**src/rtl/weight_buff_pkg.sv**
```systemverilog
// Shared types and default sizing for the weight buffer, the PE array and the weight driver bench.
package weight_buff_pkg;

    typedef enum logic [1:0] {
        WB_IDLE,
        WB_LOAD,
        WB_FULL,
        WB_FLUSH
    } wb_state_t;

    localparam int WB_DATA_WIDTH = 16;
    localparam int WB_DEPTH      = 9;

    function automatic int wb_addr_w(input int depth);
        return (depth > 1) ? $clog2(depth) : 1;
    endfunction

endpackage

```
**src/rtl/weight_buffer_if.sv**
```systemverilog
// Weight buffer bus: write side from the weight driver, flush side to the PE array, plus FSM debug taps.
// Both streams use valid/ready: a word moves on a rising edge where valid && ready; valid never waits on ready.
interface weight_buffer_if
    import weight_buff_pkg::*;
#(
    parameter int DATA_WIDTH = WB_DATA_WIDTH
);
    logic [DATA_WIDTH-1:0] data_in;
    logic                  data_in_valid;
    logic                  data_in_ready;
    logic                  clear;
    logic                  flush;
    logic [DATA_WIDTH-1:0] weight_out;
    logic                  flush_valid;
    logic                  weight_ready;
    logic                  flush_done;
    logic                  full;
    logic                  empty;
    wb_state_t             dbg_state;
    logic [7:0]            dbg_wr_ptr;
    logic [7:0]            dbg_rd_ptr;

    modport slave (
        input  data_in, data_in_valid, clear, flush, weight_ready,
        output data_in_ready, weight_out, flush_valid, flush_done, full, empty,
        output dbg_state, dbg_wr_ptr, dbg_rd_ptr
    );

    modport master (
        output data_in, data_in_valid, clear, flush, weight_ready,
        input  data_in_ready, weight_out, flush_valid, flush_done, full, empty,
        input  dbg_state, dbg_wr_ptr, dbg_rd_ptr
    );
endinterface

```
**src/rtl/weight_buff_bank.sv**
```systemverilog
// DEPTH x DATA_WIDTH kernel store: synchronous write, registered read that holds while i_rd_en is low.
module weight_buff_bank #(
    parameter int DATA_WIDTH = 16,
    parameter int DEPTH      = 9,
    parameter int ADDR_W     = 4
) (
    input  logic                  clk,
    input  logic                  rst,
    input  logic                  i_wr_en,
    input  logic [ADDR_W-1:0]     i_wr_addr,
    input  logic [DATA_WIDTH-1:0] i_wr_data,
    input  logic                  i_rd_en,
    input  logic [ADDR_W-1:0]     i_rd_addr,
    output logic [DATA_WIDTH-1:0] o_rd_data
);
    logic [DATA_WIDTH-1:0] r_mem [DEPTH];
    logic [DATA_WIDTH-1:0] r_rd_data;

    always_ff @(posedge clk) begin
        if (i_wr_en) begin
            r_mem[i_wr_addr] <= i_wr_data;
        end
    end

    // The read register doubles as the output word, so it must stay put during a stall.
    always_ff @(posedge clk) begin
        if (rst) begin
            r_rd_data <= '0;
        end else if (i_rd_en) begin
            r_rd_data <= r_mem[i_rd_addr];
        end
    end

    assign o_rd_data = r_rd_data;
endmodule

```
**src/rtl/weight_buffer.sv**
```systemverilog
// Single-kernel weight buffer: load over valid/ready, non-destructive flush to the PE array.
// Define WEIGHT_BUFF_PINGPONG_EN for two banks (flush from active bank while loading the shadow bank).
module weight_buffer
    import weight_buff_pkg::*;
#(
    parameter int DATA_WIDTH = WB_DATA_WIDTH,
    parameter int DEPTH      = WB_DEPTH
) (
    input  logic           clk,
    input  logic           rst,
    weight_buffer_if.slave bus
);
    localparam int                ADDR_W    = wb_addr_w(DEPTH);
    localparam logic [ADDR_W-1:0] LAST_ADDR = ADDR_W'(DEPTH - 1);

    wb_state_t             r_state;
    logic [ADDR_W-1:0]     r_wr_ptr;
    logic [ADDR_W-1:0]     r_rd_ptr;
    logic                  r_flush_valid;
    logic                  r_flush_done;

    logic                  w_data_in_ready;
    logic                  w_wr_fire;
    logic                  w_wr_last;
    logic [ADDR_W-1:0]     w_wr_ptr_next;
    logic                  w_beat;
    logic                  w_last_beat;
    logic                  w_flush_start;
    logic                  w_rd_en;
    logic [ADDR_W-1:0]     w_rd_addr;
    logic [DATA_WIDTH-1:0] w_rd_data;

    assign w_wr_fire     = bus.data_in_valid && w_data_in_ready && !bus.clear;
    assign w_wr_last     = w_wr_fire && (r_wr_ptr == LAST_ADDR);
    assign w_wr_ptr_next = (r_wr_ptr == LAST_ADDR) ? '0 : r_wr_ptr + 1'b1;
    assign w_beat        = r_flush_valid && bus.weight_ready && !bus.clear;
    assign w_last_beat   = w_beat && (r_rd_ptr == LAST_ADDR);

`ifdef WEIGHT_BUFF_PINGPONG_EN
    logic                  r_active;
    logic                  r_shadow_full;
    logic                  w_swap;
    logic [DATA_WIDTH-1:0] w_rd_data0;
    logic [DATA_WIDTH-1:0] w_rd_data1;

    assign w_data_in_ready = !r_shadow_full;
    // Swap only when the active bank is idle or is handing over its last beat this edge.
    assign w_swap          = !bus.clear && (r_shadow_full || w_wr_last) &&
                             ((r_state != WB_FLUSH) || w_last_beat);
    assign w_flush_start   = (r_state == WB_FULL) && bus.flush && !bus.clear && !w_swap;
`else
    assign w_data_in_ready = (r_state == WB_IDLE) || (r_state == WB_LOAD);
    assign w_flush_start   = (r_state == WB_FULL) && bus.flush && !bus.clear;
`endif

    // Prefetch: the read register always holds the word at r_rd_ptr while a flush is running.
    always_comb begin
        w_rd_en   = 1'b0;
        w_rd_addr = r_rd_ptr;
        if (w_flush_start) begin
            w_rd_en   = 1'b1;
            w_rd_addr = '0;
        end else if (w_beat && !w_last_beat) begin
            w_rd_en   = 1'b1;
            w_rd_addr = r_rd_ptr + 1'b1;
        end
    end

    always_ff @(posedge clk) begin
        if (rst) begin
            r_state       <= WB_IDLE;
            r_wr_ptr      <= '0;
            r_rd_ptr      <= '0;
            r_flush_valid <= 1'b0;
            r_flush_done  <= 1'b0;
`ifdef WEIGHT_BUFF_PINGPONG_EN
            r_active      <= 1'b0;
            r_shadow_full <= 1'b0;
`endif
        end else if (bus.clear) begin
            r_state       <= WB_IDLE;
            r_wr_ptr      <= '0;
            r_rd_ptr      <= '0;
            r_flush_valid <= 1'b0;
            r_flush_done  <= 1'b0;
`ifdef WEIGHT_BUFF_PINGPONG_EN
            r_shadow_full <= 1'b0;
`endif
        end else begin
            r_flush_done <= 1'b0;
            if (w_wr_fire) begin
                r_wr_ptr <= w_wr_ptr_next;
            end
            case (r_state)
                WB_IDLE, WB_LOAD: begin
                    if (w_wr_last) begin
                        r_state <= WB_FULL;
                    end else if (w_wr_fire) begin
                        r_state <= WB_LOAD;
                    end
                end
                WB_FULL: begin
                    if (w_flush_start) begin
                        r_state       <= WB_FLUSH;
                        r_flush_valid <= 1'b1;
                        r_rd_ptr      <= '0;
                    end
                end
                WB_FLUSH: begin
                    if (w_last_beat) begin
                        r_state       <= WB_FULL;
                        r_flush_valid <= 1'b0;
                        r_rd_ptr      <= '0;
                        r_flush_done  <= 1'b1;
                    end else if (w_beat) begin
                        r_rd_ptr <= r_rd_ptr + 1'b1;
                    end
                end
                default: r_state <= WB_IDLE;
            endcase
`ifdef WEIGHT_BUFF_PINGPONG_EN
            if (w_swap) begin
                r_active      <= !r_active;
                r_shadow_full <= 1'b0;
                r_state       <= WB_FULL;
                r_rd_ptr      <= '0;
                r_flush_valid <= 1'b0;
            end else if (w_wr_last) begin
                r_shadow_full <= 1'b1;
            end
`endif
        end
    end

`ifdef WEIGHT_BUFF_PINGPONG_EN
    // Bank i is written while it is the shadow (r_active != i) and read while active.
    weight_buff_bank #(
        .DATA_WIDTH(DATA_WIDTH),
        .DEPTH     (DEPTH),
        .ADDR_W    (ADDR_W)
    ) u_bank0 (
        .clk      (clk),
        .rst      (rst),
        .i_wr_en  (w_wr_fire && r_active),
        .i_wr_addr(r_wr_ptr),
        .i_wr_data(bus.data_in),
        .i_rd_en  (w_rd_en && !r_active),
        .i_rd_addr(w_rd_addr),
        .o_rd_data(w_rd_data0)
    );

    weight_buff_bank #(
        .DATA_WIDTH(DATA_WIDTH),
        .DEPTH     (DEPTH),
        .ADDR_W    (ADDR_W)
    ) u_bank1 (
        .clk      (clk),
        .rst      (rst),
        .i_wr_en  (w_wr_fire && !r_active),
        .i_wr_addr(r_wr_ptr),
        .i_wr_data(bus.data_in),
        .i_rd_en  (w_rd_en && r_active),
        .i_rd_addr(w_rd_addr),
        .o_rd_data(w_rd_data1)
    );

    assign w_rd_data = r_active ? w_rd_data1 : w_rd_data0;
`else
    weight_buff_bank #(
        .DATA_WIDTH(DATA_WIDTH),
        .DEPTH     (DEPTH),
        .ADDR_W    (ADDR_W)
    ) u_bank (
        .clk      (clk),
        .rst      (rst),
        .i_wr_en  (w_wr_fire),
        .i_wr_addr(r_wr_ptr),
        .i_wr_data(bus.data_in),
        .i_rd_en  (w_rd_en),
        .i_rd_addr(w_rd_addr),
        .o_rd_data(w_rd_data)
    );
`endif

    assign bus.data_in_ready = w_data_in_ready;
    assign bus.weight_out    = w_rd_data;
    assign bus.flush_valid   = r_flush_valid;
    assign bus.flush_done    = r_flush_done;
    assign bus.full          = (r_state == WB_FULL) || (r_state == WB_FLUSH);
    assign bus.empty         = (r_state == WB_IDLE);
    assign bus.dbg_state     = r_state;
    assign bus.dbg_wr_ptr    = 8'(r_wr_ptr);
    assign bus.dbg_rd_ptr    = 8'(r_rd_ptr);
endmodule

```
**src/flat_wrapper.sv**
```systemverilog
// flat-port wrapper written by rule: the top's interface ports become plain ports
module weight_buffer_flat import weight_buff_pkg::*;
#(
    parameter int DATA_WIDTH = WB_DATA_WIDTH,
    parameter int DEPTH      = WB_DEPTH
)
  (clk, rst, bus_data_in, bus_data_in_valid, bus_clear, bus_flush, bus_weight_ready, bus_data_in_ready, bus_weight_out, bus_flush_valid, bus_flush_done, bus_full, bus_empty, bus_dbg_state, bus_dbg_wr_ptr, bus_dbg_rd_ptr);
  weight_buffer_if #(.DATA_WIDTH(DATA_WIDTH)) bus_i ();
  input  logic clk;
  input  logic rst;
  input wire logic [$bits(bus_i.data_in)-1:0] bus_data_in;
  input wire logic [$bits(bus_i.data_in_valid)-1:0] bus_data_in_valid;
  input wire logic [$bits(bus_i.clear)-1:0] bus_clear;
  input wire logic [$bits(bus_i.flush)-1:0] bus_flush;
  input wire logic [$bits(bus_i.weight_ready)-1:0] bus_weight_ready;
  output wire logic [$bits(bus_i.data_in_ready)-1:0] bus_data_in_ready;
  output wire logic [$bits(bus_i.weight_out)-1:0] bus_weight_out;
  output wire logic [$bits(bus_i.flush_valid)-1:0] bus_flush_valid;
  output wire logic [$bits(bus_i.flush_done)-1:0] bus_flush_done;
  output wire logic [$bits(bus_i.full)-1:0] bus_full;
  output wire logic [$bits(bus_i.empty)-1:0] bus_empty;
  output wire logic [$bits(bus_i.dbg_state)-1:0] bus_dbg_state;
  output wire logic [$bits(bus_i.dbg_wr_ptr)-1:0] bus_dbg_wr_ptr;
  output wire logic [$bits(bus_i.dbg_rd_ptr)-1:0] bus_dbg_rd_ptr;
  assign bus_i.data_in = bus_data_in;
  assign bus_i.data_in_valid = bus_data_in_valid;
  assign bus_i.clear = bus_clear;
  assign bus_i.flush = bus_flush;
  assign bus_i.weight_ready = bus_weight_ready;
  assign bus_data_in_ready = bus_i.data_in_ready;
  assign bus_weight_out = bus_i.weight_out;
  assign bus_flush_valid = bus_i.flush_valid;
  assign bus_flush_done = bus_i.flush_done;
  assign bus_full = bus_i.full;
  assign bus_empty = bus_i.empty;
  assign bus_dbg_state = bus_i.dbg_state;
  assign bus_dbg_wr_ptr = bus_i.dbg_wr_ptr;
  assign bus_dbg_rd_ptr = bus_i.dbg_rd_ptr;
  weight_buffer #(.DATA_WIDTH(DATA_WIDTH), .DEPTH(DEPTH)) u_core (.clk(clk), .rst(rst), .bus(bus_i));
endmodule
```
**config.mk**
```make
export PLATFORM = sky130hd
export DESIGN_NAME = weight_buffer_flat
export DESIGN_NICKNAME = d
export VERILOG_FILES = /design/src/rtl/weight_buff_pkg.sv /design/src/rtl/weight_buffer_if.sv /design/src/rtl/weight_buff_bank.sv /design/src/rtl/weight_buffer.sv /design/src/flat_wrapper.sv
export SDC_FILE = /design/constraint.sdc
export NUM_CORES = 1
export LEC_CHECK = 0
export ABC_AREA = 1
export ABC_CLOCK_PERIOD_IN_PS = 1900
export CORE_MARGIN = 2
export CORE_UTILIZATION = 45
export DETAILED_ROUTE_END_ITERATION = 8
export GPL_TIMING_DRIVEN = 0
export PLACE_DENSITY = 0.67
export SETUP_SLACK_MARGIN = 0.3
export SLEW_MARGIN = 20
export SYNTH_ARGS = -nofsm -noshare
export SYNTH_HDL_FRONTEND = slang
export SYNTH_HIERARCHICAL = 1
export SYNTH_SLANG_ARGS = --single-unit
```
**constraint.sdc**
```tcl
create_clock -name clk -period 1.9 [get_ports clk]
set_clock_uncertainty 0.15 [all_clocks]
set_input_delay 0.19 -clock clk [delete_from_list [all_inputs] [get_ports clk]]
set_output_delay 0.19 -clock clk [all_outputs]
set_load 0.005 [all_outputs]
```
# [Word level (Yosys, flattened, before mapping)]
# Memory sizes are Yosys's and may differ from the RTL's. A register that Yosys moved wholly into a read port is not among the register bits.
# Cells that the tools add are included.
[word_totals] regBits=12 mem_bits_rw=144 inputBits=22 output_inout_bits=39 elab_cells=59 mem_count=1
[op_classes] n_addsub=2 n_eq_ne=9 n_mux=20 n_bitwise=1 n_reduce_logical=21
[memory_table] name="u_core.u_bank.r_mem" words=9 word_bits=16 read_ports=1 rd_ports_with_merged_regs=1 write_ports=1 line="weight_buff_bank.sv:16" text="logic [DATA_WIDTH-1:0] r_mem [DEPTH];"
[op_table] operator="$mux 4" count=6
[op_table] operator="$logic_and 1x1->1" count=9
[op_table] operator="$reduce_and 3->1" count=3
[op_table] operator="$add 4x1->4 const B" count=2
[op_table] operator="$eq 4x4->1 const B" count=2
[op_table] operator="$mux 2" count=4
[op_table] operator="$pmux 4 s2" count=1
[op_table] operator="$mux 1" count=7
[op_table] operator="$ne 3x1->1 const B" count=2
[op_table] operator="$pmux 2 s3" count=1
[op_table] operator="$eq 2x2->1 const B" count=2
[op_table] operator="$ne 2x1->1 const B" count=2
[op_table] operator="$reduce_or 2->1" count=2
[op_table] operator="$reduce_or 3->1" count=1
[op_table] operator="$eq 2x1->1 const B" count=1
[op_table] operator="$logic_not 1->1" count=2
[op_table] operator="$logic_not 2->1" count=1
[op_table] operator="$logic_or 1x1->1" count=2
[op_table] operator="$pmux 1 s2" count=1
[op_table] operator="$reduce_bool 2->1" count=1
[op_table] operator="$not 1->1" count=1

# [Logic depth before layout (Yosys ltp)]
# Gate-level depths: netlist of the first run.
[logic_depth] ltp_word=7 ltp_mapped=14 mapped_depth_nobuf=13

# [By module]
# The synthesis of the first run kept the hierarchy.
[modules_own_cells] mod="weight_buff_bank" n_inst=1 cells_per_inst=528 area_each_um2=6294.8 seq_area_each_um2=4644.5
[modules_own_cells] mod="weight_buffer" n_inst=1 cells_per_inst=118 area_each_um2=814.5 seq_area_each_um2=240.2

# [Worst setup path before layout of the first run]
# No wires, ideal clock.
[synth_path] path_type="register -> register" start="reg u_core.r_rd_ptr[0]" end="reg u_core.u_bank.r_rd_data[4], in the netlist u_core/u_bank/o_rd_data[4], read port of u_core.u_bank.r_mem" setup_ps=119 arrival_ps=1875 t_required_ps=1631 setup_slack_ps=-244 stages_incl_launch_ff=13 n_path_buf=2 period_less_slack_ps=2144 path_cell_list="dfxtp_1 > inv_1 > ha_1 > nand3_1 > nand2_1 > a211oi_1 > buf_2 > clkbuf_1 > nand3_1 > nand3_1 > nand2_1 > nand2_1 > a21oi_1"
[synth_via] elab_chain_cells=6 elab_cells_between_ends=9 classes_between="add/sub: 1; eq/ne: 1; mux: 4; reduce/logical: 3"
[synth_lines] item="start, declared" line="weight_buffer.sv:18" text="logic [ADDR_W-1:0] r_rd_ptr;"
[synth_lines] item="start signal, assigned" line="weight_buffer.sv:116" text="r_rd_ptr <= r_rd_ptr + 1'b1;"
[synth_lines] item="branches (longest 4 deep; another with $add 4x1->4)"
[synth_lines] item="$mux 4 *" line="weight_buffer.sv:63" text="end else if (w_beat && !w_last_beat) begin"
[synth_lines] item="$mux 4 *" line="weight_buffer.sv:60" text="if (w_flush_start) begin"
[synth_lines] item="net u_core.w_rd_addr[2]" line="weight_buffer.sv:30" text="logic [ADDR_W-1:0] w_rd_addr;"
[synth_lines] item="end, declared" line="weight_buff_bank.sv:17" text="logic [DATA_WIDTH-1:0] r_rd_data;"
# Mark *: on every way through the listed nets, which the timed path passes.
# A chain may end at the register's enable or synchronous reset.

# [Worst setup path after layout of the first run]
[layout_path] start="reg u_core.r_rd_ptr[1]" end="reg u_core.u_bank.r_rd_data[9], in the netlist u_core/u_bank/o_rd_data[9], read port of u_core.u_bank.r_mem"
[layout_via] elab_chain_cells=6 elab_cells_between_ends=9 classes_between="add/sub: 1; eq/ne: 1; mux: 4; reduce/logical: 3"
[layout_lines] item="$eq 4x4->1" line="weight_buffer.sv:37" text="assign w_last_beat = w_beat && (r_rd_ptr == LAST_ADDR);"
[layout_lines] item="$logic_and 1x1->1" line="weight_buffer.sv:37"
[layout_lines] item="$logic_not 1->1" line="weight_buffer.sv:63"
[layout_lines] item="$logic_and 1x1->1" line="weight_buffer.sv:63"
[layout_lines] item="$mux 4" line="weight_buffer.sv:63"
[layout_lines] item="$mux 4" line="weight_buffer.sv:60"
[layout_lines] item="net u_core.w_rd_addr[0]" line="weight_buffer.sv:30"
# The timed path passes the listed nets, and every way through them passes these cells.

==> qor.yml, run 1 <==
fin_crit_sh: 1.15
min_period_ns: 2.18
worstMarginPinSlew_ns: 0.623
violations: "negative setup slack"
setup_viol: 16
use_met1: 0.282
power_density_nw_per_um2: 814
start_kind: "flop"
core-area_um2: 15300
async_reset_ff_frac: 0
cpPeakStageDelay_ns: 0.34
postRouteAntennaNets: 0
drive_gt1_frac: 0.267
layout_commonest_cell: "nand2_1"
cts_tree: "built"
worstPathRequired_ns: 2.05
clock_latency_ns: 0.43
std_cell_rows: 45
use_met2: 0.379
drc: 0
cts_inserted_buffers: 17
synthAdderAreaFrac: 0.00704
start_util: 0.464
cts_buffer_depth: 2
whs_ns: 0.343
grt_pass1_vias: 5202
layout.nets: 797
ios: 61
yosys_warnings: 6
antenna_found_initial: 0
grt-ovfl-total: 0
n_antenna_cell: 0
met3_usage: 0.0549
path_clk_slew_ns: 0.06
maxSlewHeadroom: 0.585
ys_ff_latch: 172
crit_path_cell_trace: "inv_2 > ha_4 > nand3_4 > nand2_8 > o21ai_4 > a21oi_4 > buf_6 > inv_8 > clkbuf_16 > nand2_2 > nand3_2 > nand3_2 > nand3_1 > nand2_2 > a21oi_1"
synth_edf_count: 144
rr_startpoint: "u_core/r_rd_ptr[1]"
synth_top_family_by_area: "simple AND/OR/NAND/NOR gates"
wl_per_cell_um: 18.8
cp_top_family: "simple AND/OR/NAND/NOR gates"
end_kind: "flop"
area_delta_synth_final_pct: 36.2
grt_use_total: 0.226
synthMuxAreaShare: 0
hold_path.class: "reg -> reg"
synth.distinct_cells: 29
grt_first_pass_wirelength_um: 27900
crit_slowest_cell: "dfxtp_2"
crit_path_max_fanout: 11
htreeDepth: 4
holdPathEnd: "u_core/bus.flush_valid"
firstDrtPassIters: 6
viasPerCell: 5.29
critPathArrivalTime_ns: 2.33
fmax_mhz: 458
syn_area_per_cell_um2: 11.0
min_from: "u_core/bus.flush_valid"
reg2regPathDepth: 15
cts_root_buf: "clkbuf_16"
ir_drop_mv: 0.732
rrSetupSlack_ns: -0.28
place.gp.congestion: 0.811
placed_cell_area_um2: 8120
grt_max_degree: 17
rr_endpoint: "u_core/u_bank/o_rd_data[9]"
busiest_layer: "met2"
netlist_area_um2: 7110
drtIter0Drc: 535
most-common-layout-cells: "nand2_1 (149), edfxtp_1 (144), nand3_1 (65), nor2_1 (49), buf_4 (31)"
hold_path_depth: 2
syn_inst: 646
stdcell_area_um2: 9680
ys_seq_area_frac: 0.687
synthXorXnorAreaFrac: 0.00246
clock_sinks: 172
wl_um: 18700
die_y_um: 130
vias: 5268
cts-hold-fix-buffers: 0
critPathBufInv: 4
die_w_um: 130
maxSlewViolCount: 0
synthSimpleGateAreaFrac: 0.197
drv_cap: 0
setup_slack_ns: -0.282
hpwl_um: 10900
leakage_nw: 3.74
hold_violations: 0
synth_compound_area_frac: 0.0553
outcome: "finished, violations left"
rsz0062_at_grt: "yes"
dieArea_um2: 16800
portBuffers: 52
synth_flop_cell: "edfxtp_1"
critical_path_class: "reg -> reg"
synthesized netlist by cell type (5+ instances only):
cell type    n  share of area
nand2_1    158          0.083
edfxtp_1   144           0.61
nand3_1     88          0.062
nor2_1      67          0.035
o21ai_0     35          0.025
a21oi_1     34          0.024
dfxtp_1     28          0.079
inv_1       21          0.011
buf_2       13         0.0092
buf_4       12          0.013
clkbuf_1     8         0.0042
buf_6        5         0.0079
how the worst max path moves through the flow:
| stage | cells after the start | end | slack, ns | start |
|---|---|---|---|---|
| 3_3_place_gp | 10 | u_core/u_bank/o_rd_data[9] | -0.65 | bus_clear |
| 2_1_floorplan | 14 | u_core/u_bank/o_rd_data[10] | -0.01 | u_core/r_rd_ptr[0] |
| 6_report | 15 | u_core/u_bank/o_rd_data[9] | -0.28 | u_core/r_rd_ptr[1] |
| 5_1_grt | 15 | u_core/u_bank/o_rd_data[5] | -0.36 | u_core/r_rd_ptr[1] |
| 3_5_place_dp | 8 | u_core/u_bank/o_rd_data[5] | -0.68 | bus_clear |
| 4_1_cts | 13 | u_core/u_bank/o_rd_data[11] | -0.20 | u_core/r_rd_ptr[1] |
area by class of cell:
cell class	count	area, um2
plain buffers	39	425
clock buffers	19	443
clock inverters	13	168
fillers	1156	5630
inverters	26	125
multi-input cells	416	2220
flip-flops and latches	172	4930
well taps	211	264
repair buffers	99	1110
power by group:
group	switching [mW]	leakage, nW	internal [mW]
clock	1.45	0.299	2.11
sequential	0.00898	1.54	4.10
combinational	0.131	1.90	0.0903
cells by family after synthesis:
group                    count (synthesis)
other                                    1
AO/OA/AOI/OAI                           76
flip-flops                             172
buffers and inverters                   65
AND/OR/NAND/NOR                        326
adder cells (fa/ha/maj)                  4
XOR/XNOR                                 2
sequential cells by signal (all words and copies together) (netlist names):
| signal | count |
|---|---|
| u_core/bus.dbg_state | 2 |
| u_core/bus.flush_done | 1 |
| u_core/bus.flush_valid | 1 |
| u_core/r_rd_ptr | 4 |
| u_core/r_wr_ptr | 4 |
| u_core/u_bank/o_rd_data | 16 |
| u_core/u_bank/r_mem | 144 |
stage by stage:
stage,setup slack [ns],instances,power (mW),setup TNS [ns],util
detailed placement,-0.682,916,4.40,-81.14,0.530
global route,-0.359,995,8.12,-7.03,0.632
global placement,-0.648,916,4.39,-73.16,0.530
floorplan,-0.00966,653,4.28,-0.0600,-
finish,-0.282,995,7.88,-3.68,0.632
CTS,-0.200,984,7.92,-2.82,0.614
tightest hold or removal path, cell delays in order (launching register included):
cell     delay (ns)
dfxtp_2        0.33
nand2_1        0.06
a21oi_1        0.06
routing by layer:
metal / vias to the layer above / routed length [um]
met3: 38 / 1390
li1: 2470 / -
met2: 222 / 9310
met4: 0 / 494
met5: - / 0
met1: 2538 / 7500
timing repair:
action	in CTS	in global routing
setup buffers	35	7
gates resized for setup	128	39
hold endpoints to repair	0	0
cloned	1	4
pin swaps	19	17
setup endpoints to repair	190	162
Note: power is estimated with default switching activity, not from simulation.
==> run 2, diff against run 1 <==
--- a/config.mk
+++ b/config.mk
@@ -7,10 +7,11 @@
 export LEC_CHECK = 0
 export ABC_AREA = 1
 export ABC_CLOCK_PERIOD_IN_PS = 1900
-export CORE_MARGIN = 2
+export CORE_MARGIN = 3
 export CORE_UTILIZATION = 45
 export DETAILED_ROUTE_END_ITERATION = 8
 export GPL_TIMING_DRIVEN = 0
+export HOLD_SLACK_MARGIN = 0.03
 export PLACE_DENSITY = 0.67
 export SETUP_SLACK_MARGIN = 0.3
 export SLEW_MARGIN = 20
==> run 2 against run 1 <==
Compared with the run above: the flow still finishes with violations (negative setup slack); via count up 0.49%; register-to-register slack worse by 0.06 ns; sequential share of layout area about the same; routed wire length up 1.3%; largest cell class unchanged.
==> qor.yml, run 2 (synthesized netlist as in run 1, its figures left out) <==
vias: 5294
layout.nets: 791
power_frac_seq: 0.535
outcome: "finished, violations left"
maxSlewHeadroom: 0.581
sw_frac_of_total: 0.196
n_antenna_cell: 0
critPathBufInv: 4
rsz0062_at_grt: "yes"
finalSetupTns_ns: -4.77
setup_slack_ns: -0.344
grt_max_degree: 17
hold_path_depth: 2
fmax_mhz: 446
drv_cap: 0
use_met2: 0.351
maxSlewViolCount: 0
busiest_layer: "met2"
p_sw_mw: 1.50
drtIter0Drc: 510
critPathArrivalTime_ns: 2.37
cts-hold-fix-buffers: 0
ir_drop_mv: 0.716
power_density_nw_per_um2: 790
worstPathRequired_ns: 2.03
path_clk_slew_ns: 0.06
dp.cells: 916
setup_viol: 16
grt_first_pass_wirelength_um: 27900
die_w_um: 132
grt-ovfl-total: 0
whs_ns: 0.368
die_y_um: 132
end_kind: "flop"
violations: "negative setup slack"
area_delta_synth_final_pct: 36.4
cts_root_buf: "clkbuf_16"
cpPeakStageDelay_ns: 0.36
crit_path_max_fanout: 11
wl_per_cell_um: 19.1
fin_crit_sh: 1.18
drive_gt1_frac: 0.261
clock_sinks: 172
ios: 61
grt_use_total: 0.210
firstDrtPassIters: 8
reg2regPathDepth: 15
drc: 0
postRouteAntennaNets: 0
rrSetupSlack_ns: -0.34
largest_register: "u_core/u_bank/r_mem"
start_kind: "flop"
place.gp.congestion: 0.811
holdPathEnd: "u_core/u_bank/o_rd_data[13]"
hold_path.class: "reg -> reg"
worstMarginPinSlew_ns: 0.628
min_from: "u_core/u_bank/o_rd_data[13]"
leakage_nw: 3.78
cts_buffer_depth: 2
start_util: 0.464
antenna_found_initial: 0
p_total_mw: 7.67
cts_inserted_buffers: 17
use_met1: 0.263
core-area_um2: 15300
portBuffers: 52
final_cells: 989
dieArea_um2: 17300
clock_latency_ns: 0.42
placed_cell_area_um2: 8120
critical_path_class: "reg -> reg"
viasPerCell: 5.35
stdcell_area_um2: 9700
wl_um: 18900
std_cell_rows: 45
grt_pass1_vias: 5184
dpl_worst_slack_ns: -0.633
layout_commonest_cell: "nand2_1"
crit_slowest_cell: "dfxtp_4"
most-common-layout-cells: "nand2_1 (150), edfxtp_1 (144), nand3_1 (63), nor2_1 (50), a21oi_1 (28)"
htreeDepth: 4
pwr-share-clk: 0.432
fillCellCount: 1134
hold_violations: 0
largest_reg_flops: 144
cts_tree: "built"
comb_power_share: 0.033
met3_usage: 0.0479
min_period_ns: 2.24
rr_startpoint: "u_core/r_rd_ptr[1]"
rr_endpoint: "u_core/u_bank/o_rd_data[0]"
post-route-util: 0.633
cp_top_family: "simple AND/OR/NAND/NOR gates"
cpMostUsedCell: "nand3_1"
p_int_mw: 6.16
crit_path_cell_trace: "inv_4 > ha_4 > nand3_4 > nand2_8 > o21ai_4 > a21oi_4 > buf_6 > inv_8 > clkbuf_16 > nand2_1 > nand3_1 > nand3_1 > nand3_2 > nand2_2 > a21oi_2"
hpwl_um: 10800
[run 2: power by group through the flow]
stage / Sequential (mW) / Combinational (mW) / Clock (mW)
floorplan: 4.20 / 0.0841 / 0
global placement: 4.20 / 0.195 / 0
detailed placement: 4.20 / 0.202 / 0
CTS: 4.10 / 0.235 / 3.35
global route: 4.10 / 0.271 / 3.51
finish: 4.10 / 0.251 / 3.31
[run 2: worst max-delay path by stage]
| stage | start | cells after the start | endpoint | slack (ns) |
|---|---|---|---|---|
| final | u_core/r_rd_ptr[1] | 15 | u_core/u_bank/o_rd_data[0] | -0.34 |
| after global routing | u_core/r_rd_ptr[1] | 14 | u_core/u_bank/o_rd_data[1] | -0.44 |
| after CTS | u_core/r_rd_ptr[0] | 13 | u_core/u_bank/o_rd_data[14] | -0.21 |
| after detailed placement | bus_clear | 13 | u_core/u_bank/o_rd_data[3] | -0.63 |
| after global placement | bus_clear | 8 | u_core/u_bank/o_rd_data[5] | -0.61 |
| after floorplan | u_core/r_rd_ptr[0] | 14 | u_core/u_bank/o_rd_data[10] | -0.01 |
[run 2: cell type report]
type                    instances  area [um2]  area share
well taps                     211         264      0.0272
inverters                      26         126      0.0130
multi-input cells             416        2230       0.230
repair buffers                 93        1150       0.119
plain buffers                  39         428      0.0441
clock inverters                12         123      0.0126
flip-flops and latches        172        4930       0.509
clock buffers                  20         447      0.0461
[run 2: routing by layer]
layer	part of all wire	wire, um	up-vias
li1	-	-	2457
met1	0.39	7430	2563
met2	0.50	9470	231
met3	0.080	1520	43
met4	0.027	516	0
met5	0	0	-
[run 2: worst register-to-register path: cells and delay by family (launching register included)]
kind	cells	cell delay, ns
and+or+nand+nor	7	0.61
buffers and inverters	4	0.46
DFF	1	0.36
AOI/OAI and AO/OA	3	0.36
adders and majority gates	1	0.15
[run 2: what timing repair did]
item,CTS,global route
buffers inserted,29,3
endpoints found under the setup margin,186,168
cloned,2,7
pin swaps,18,25
resized for setup,105,59
==> run 3, diff against run 2 <==
--- a/config.mk
+++ b/config.mk
@@ -12,7 +12,7 @@
 export DETAILED_ROUTE_END_ITERATION = 8
 export GPL_TIMING_DRIVEN = 0
 export HOLD_SLACK_MARGIN = 0.03
-export PLACE_DENSITY = 0.67
+export PLACE_DENSITY_LB_ADDON = 0.2
 export SETUP_SLACK_MARGIN = 0.3
 export SLEW_MARGIN = 20
 export SYNTH_ARGS = -nofsm -noshare
==> run 3 against run 2 <==
Compared with the run above: the flow still finishes with violations (negative setup slack); cell count rose by 2.3%; power rose by 0.17%; routed wire length increased by 12%; non-clock buffer count increased by 23; final area increased by 4.1%; first-iteration DRC count is 26% higher; via count rose by 4.5%; setup slack got worse by 0.040 ns; largest power group unchanged.
==> qor.yml, run 3 (synthesized netlist as in run 1, its figures left out) <==
worstMarginPinSlew_ns: 0.602
drc: 0
multiInputGateArea_um2: 2410
p_total_mw: 7.68
viasPerCell: 5.47
finalSetupTns_ns: -5.59
core-area_um2: 15300
outcome: "finished, violations left"
crit_slowest_cell: "dfxtp_2"
path_clk_slew_ns: 0.07
whs_ns: 0.336
layout_commonest_cell: "edfxtp_1"
place.gp.congestion: 0.800
reg2regPathDepth: 14
clock_sinks: 172
std_cell_rows: 45
wl_um: 21100
dpl_worst_slack_ns: -0.770
vias: 5531
layout.nets: 814
end_kind: "flop"
critical_path_class: "reg -> reg"
regArea_um2: 4920
cpPeakStageDelay_ns: 0.34
setup_slack_ns: -0.383
cts_inserted_buffers: 17
area_delta_synth_final_pct: 42.0
antenna_found_initial: 0
htreeDepth: 4
rrSetupSlack_ns: -0.38
setup_viol: 16
cts_buffer_depth: 2
min_period_ns: 2.28
die_y_um: 132
maxSlewHeadroom: 0.598
n_antenna_cell: 0
crit_path_max_fanout: 7
maxSlewViolCount: 0
most-common-layout-cells: "edfxtp_1 (144), nand2_1 (142), nor2_1 (48), nand3_1 (46), nand3_2 (36)"
portBuffers: 52
fmax_mhz: 438
grt-ovfl-total: 0
rsz0062_at_grt: "yes"
rr_endpoint: "u_core/u_bank/o_rd_data[14]"
hold_path.class: "reg -> reg"
largest_reg_flops: 144
drtIter0Drc: 645
hold_path_depth: 2
grt_use_total: 0.227
hpwl_um: 11000
fin_crit_sh: 1.20
violations: "negative setup slack"
drv_cap: 0
critPathArrivalTime_ns: 2.44
grt_first_pass_wirelength_um: 29700
worstPathRequired_ns: 2.06
leakage_nw: 3.90
grt_max_degree: 17
final_cells: 1012
largest_register: "u_core/u_bank/r_mem"
min_from: "u_core/bus.flush_valid"
cts_tree: "built"
ios: 61
fillCellCount: 1119
postRouteAntennaNets: 0
dieArea_um2: 17300
clock_latency_ns: 0.43
crit_path_cell_trace: "inv_2 > ha_4 > nand3_4 > nand2_8 > nor2_4 > a211oi_4 > buf_6 > buf_12 > buf_6 > nand3_2 > nand3_1 > nand3_2 > nand2_2 > a21oi_2"
dp.cells: 916
start_util: 0.464
ir_drop_mv: 0.632
drive_gt1_frac: 0.323
rr_startpoint: "u_core/r_rd_ptr[1]"
grt_pass1_vias: 5196
holdPathEnd: "u_core/bus.flush_valid"
cts_root_buf: "clkbuf_16"
power_density_nw_per_um2: 760
firstDrtPassIters: 5
start_kind: "flop"
wl_per_cell_um: 20.9
die_w_um: 132
hold_violations: 0
-- run 3: per-layer routing --
layer | up-vias | wire (um) | GRT usage | share of wire
met5 | - | 0 | 0 | 0
met4 | 0 | 678 | 0.0840 | 0.032
met3 | 48 | 1880 | 0.0463 | 0.089
met2 | 303 | 10300 | 0.377 | 0.49
met1 | 2672 | 8270 | 0.296 | 0.39
li1 | 2508 | - | - | -
-- run 3: timing repair --
item	CTS	global route
gates cloned	6	6
pin swaps	49	31
endpoints found under the setup margin	189	165
hold buffers	0	0
gates resized for setup	123	94
setup buffers	43	9
-- run 3: worst max-delay path by stage --
stage                                  end               start  cells after the start
6_report       u_core/u_bank/o_rd_data[14]  u_core/r_rd_ptr[1]                     14
5_1_grt        u_core/u_bank/o_rd_data[10]  u_core/r_rd_ptr[0]                     11
4_1_cts         u_core/u_bank/o_rd_data[8]  u_core/r_rd_ptr[1]                     15
3_5_place_dp    u_core/u_bank/o_rd_data[1]           bus_clear                     13
3_3_place_gp    u_core/u_bank/o_rd_data[4]           bus_clear                     13
2_1_floorplan  u_core/u_bank/o_rd_data[10]  u_core/r_rd_ptr[0]                     14
-- run 3: power breakdown --
group	switching (mW)	leakage [nW]	internal [mW]
Sequential	0.00881	1.54	4.10
Combinational	0.140	2.08	0.0946
Clock	1.35	0.282	1.98
-- run 3: area by class of cell --
| class | instances | area share |
|---|---|---|
| plain buffers | 39 | 0.0426 |
| clock inverters | 10 | 0.00967 |
| clock buffers | 22 | 0.0460 |
| inverters | 26 | 0.0131 |
| well taps | 211 | 0.0261 |
| multi-input cells | 416 | 0.239 |
| flip-flops and latches | 172 | 0.488 |
| repair buffers | 116 | 0.136 |
-- run 3: worst max-delay path, delay by kind of cell (launching register included) --
| family | cells | cell delay [ns] |
|---|---|---|
| and+or+nand+nor | 7 | 0.66 |
| buffers and inverters | 4 | 0.53 |
| DFF | 1 | 0.34 |
| AOI/OAI and AO/OA | 2 | 0.33 |
| adders and majority gates | 1 | 0.15 |
-- run 3: per-stage QoR --
step                 util  cell area (um2)
finish              0.659            10100
global route        0.659            10100
CTS                 0.618             9470
detailed placement  0.530             8120
global placement    0.530             8120
floorplan               -             7340
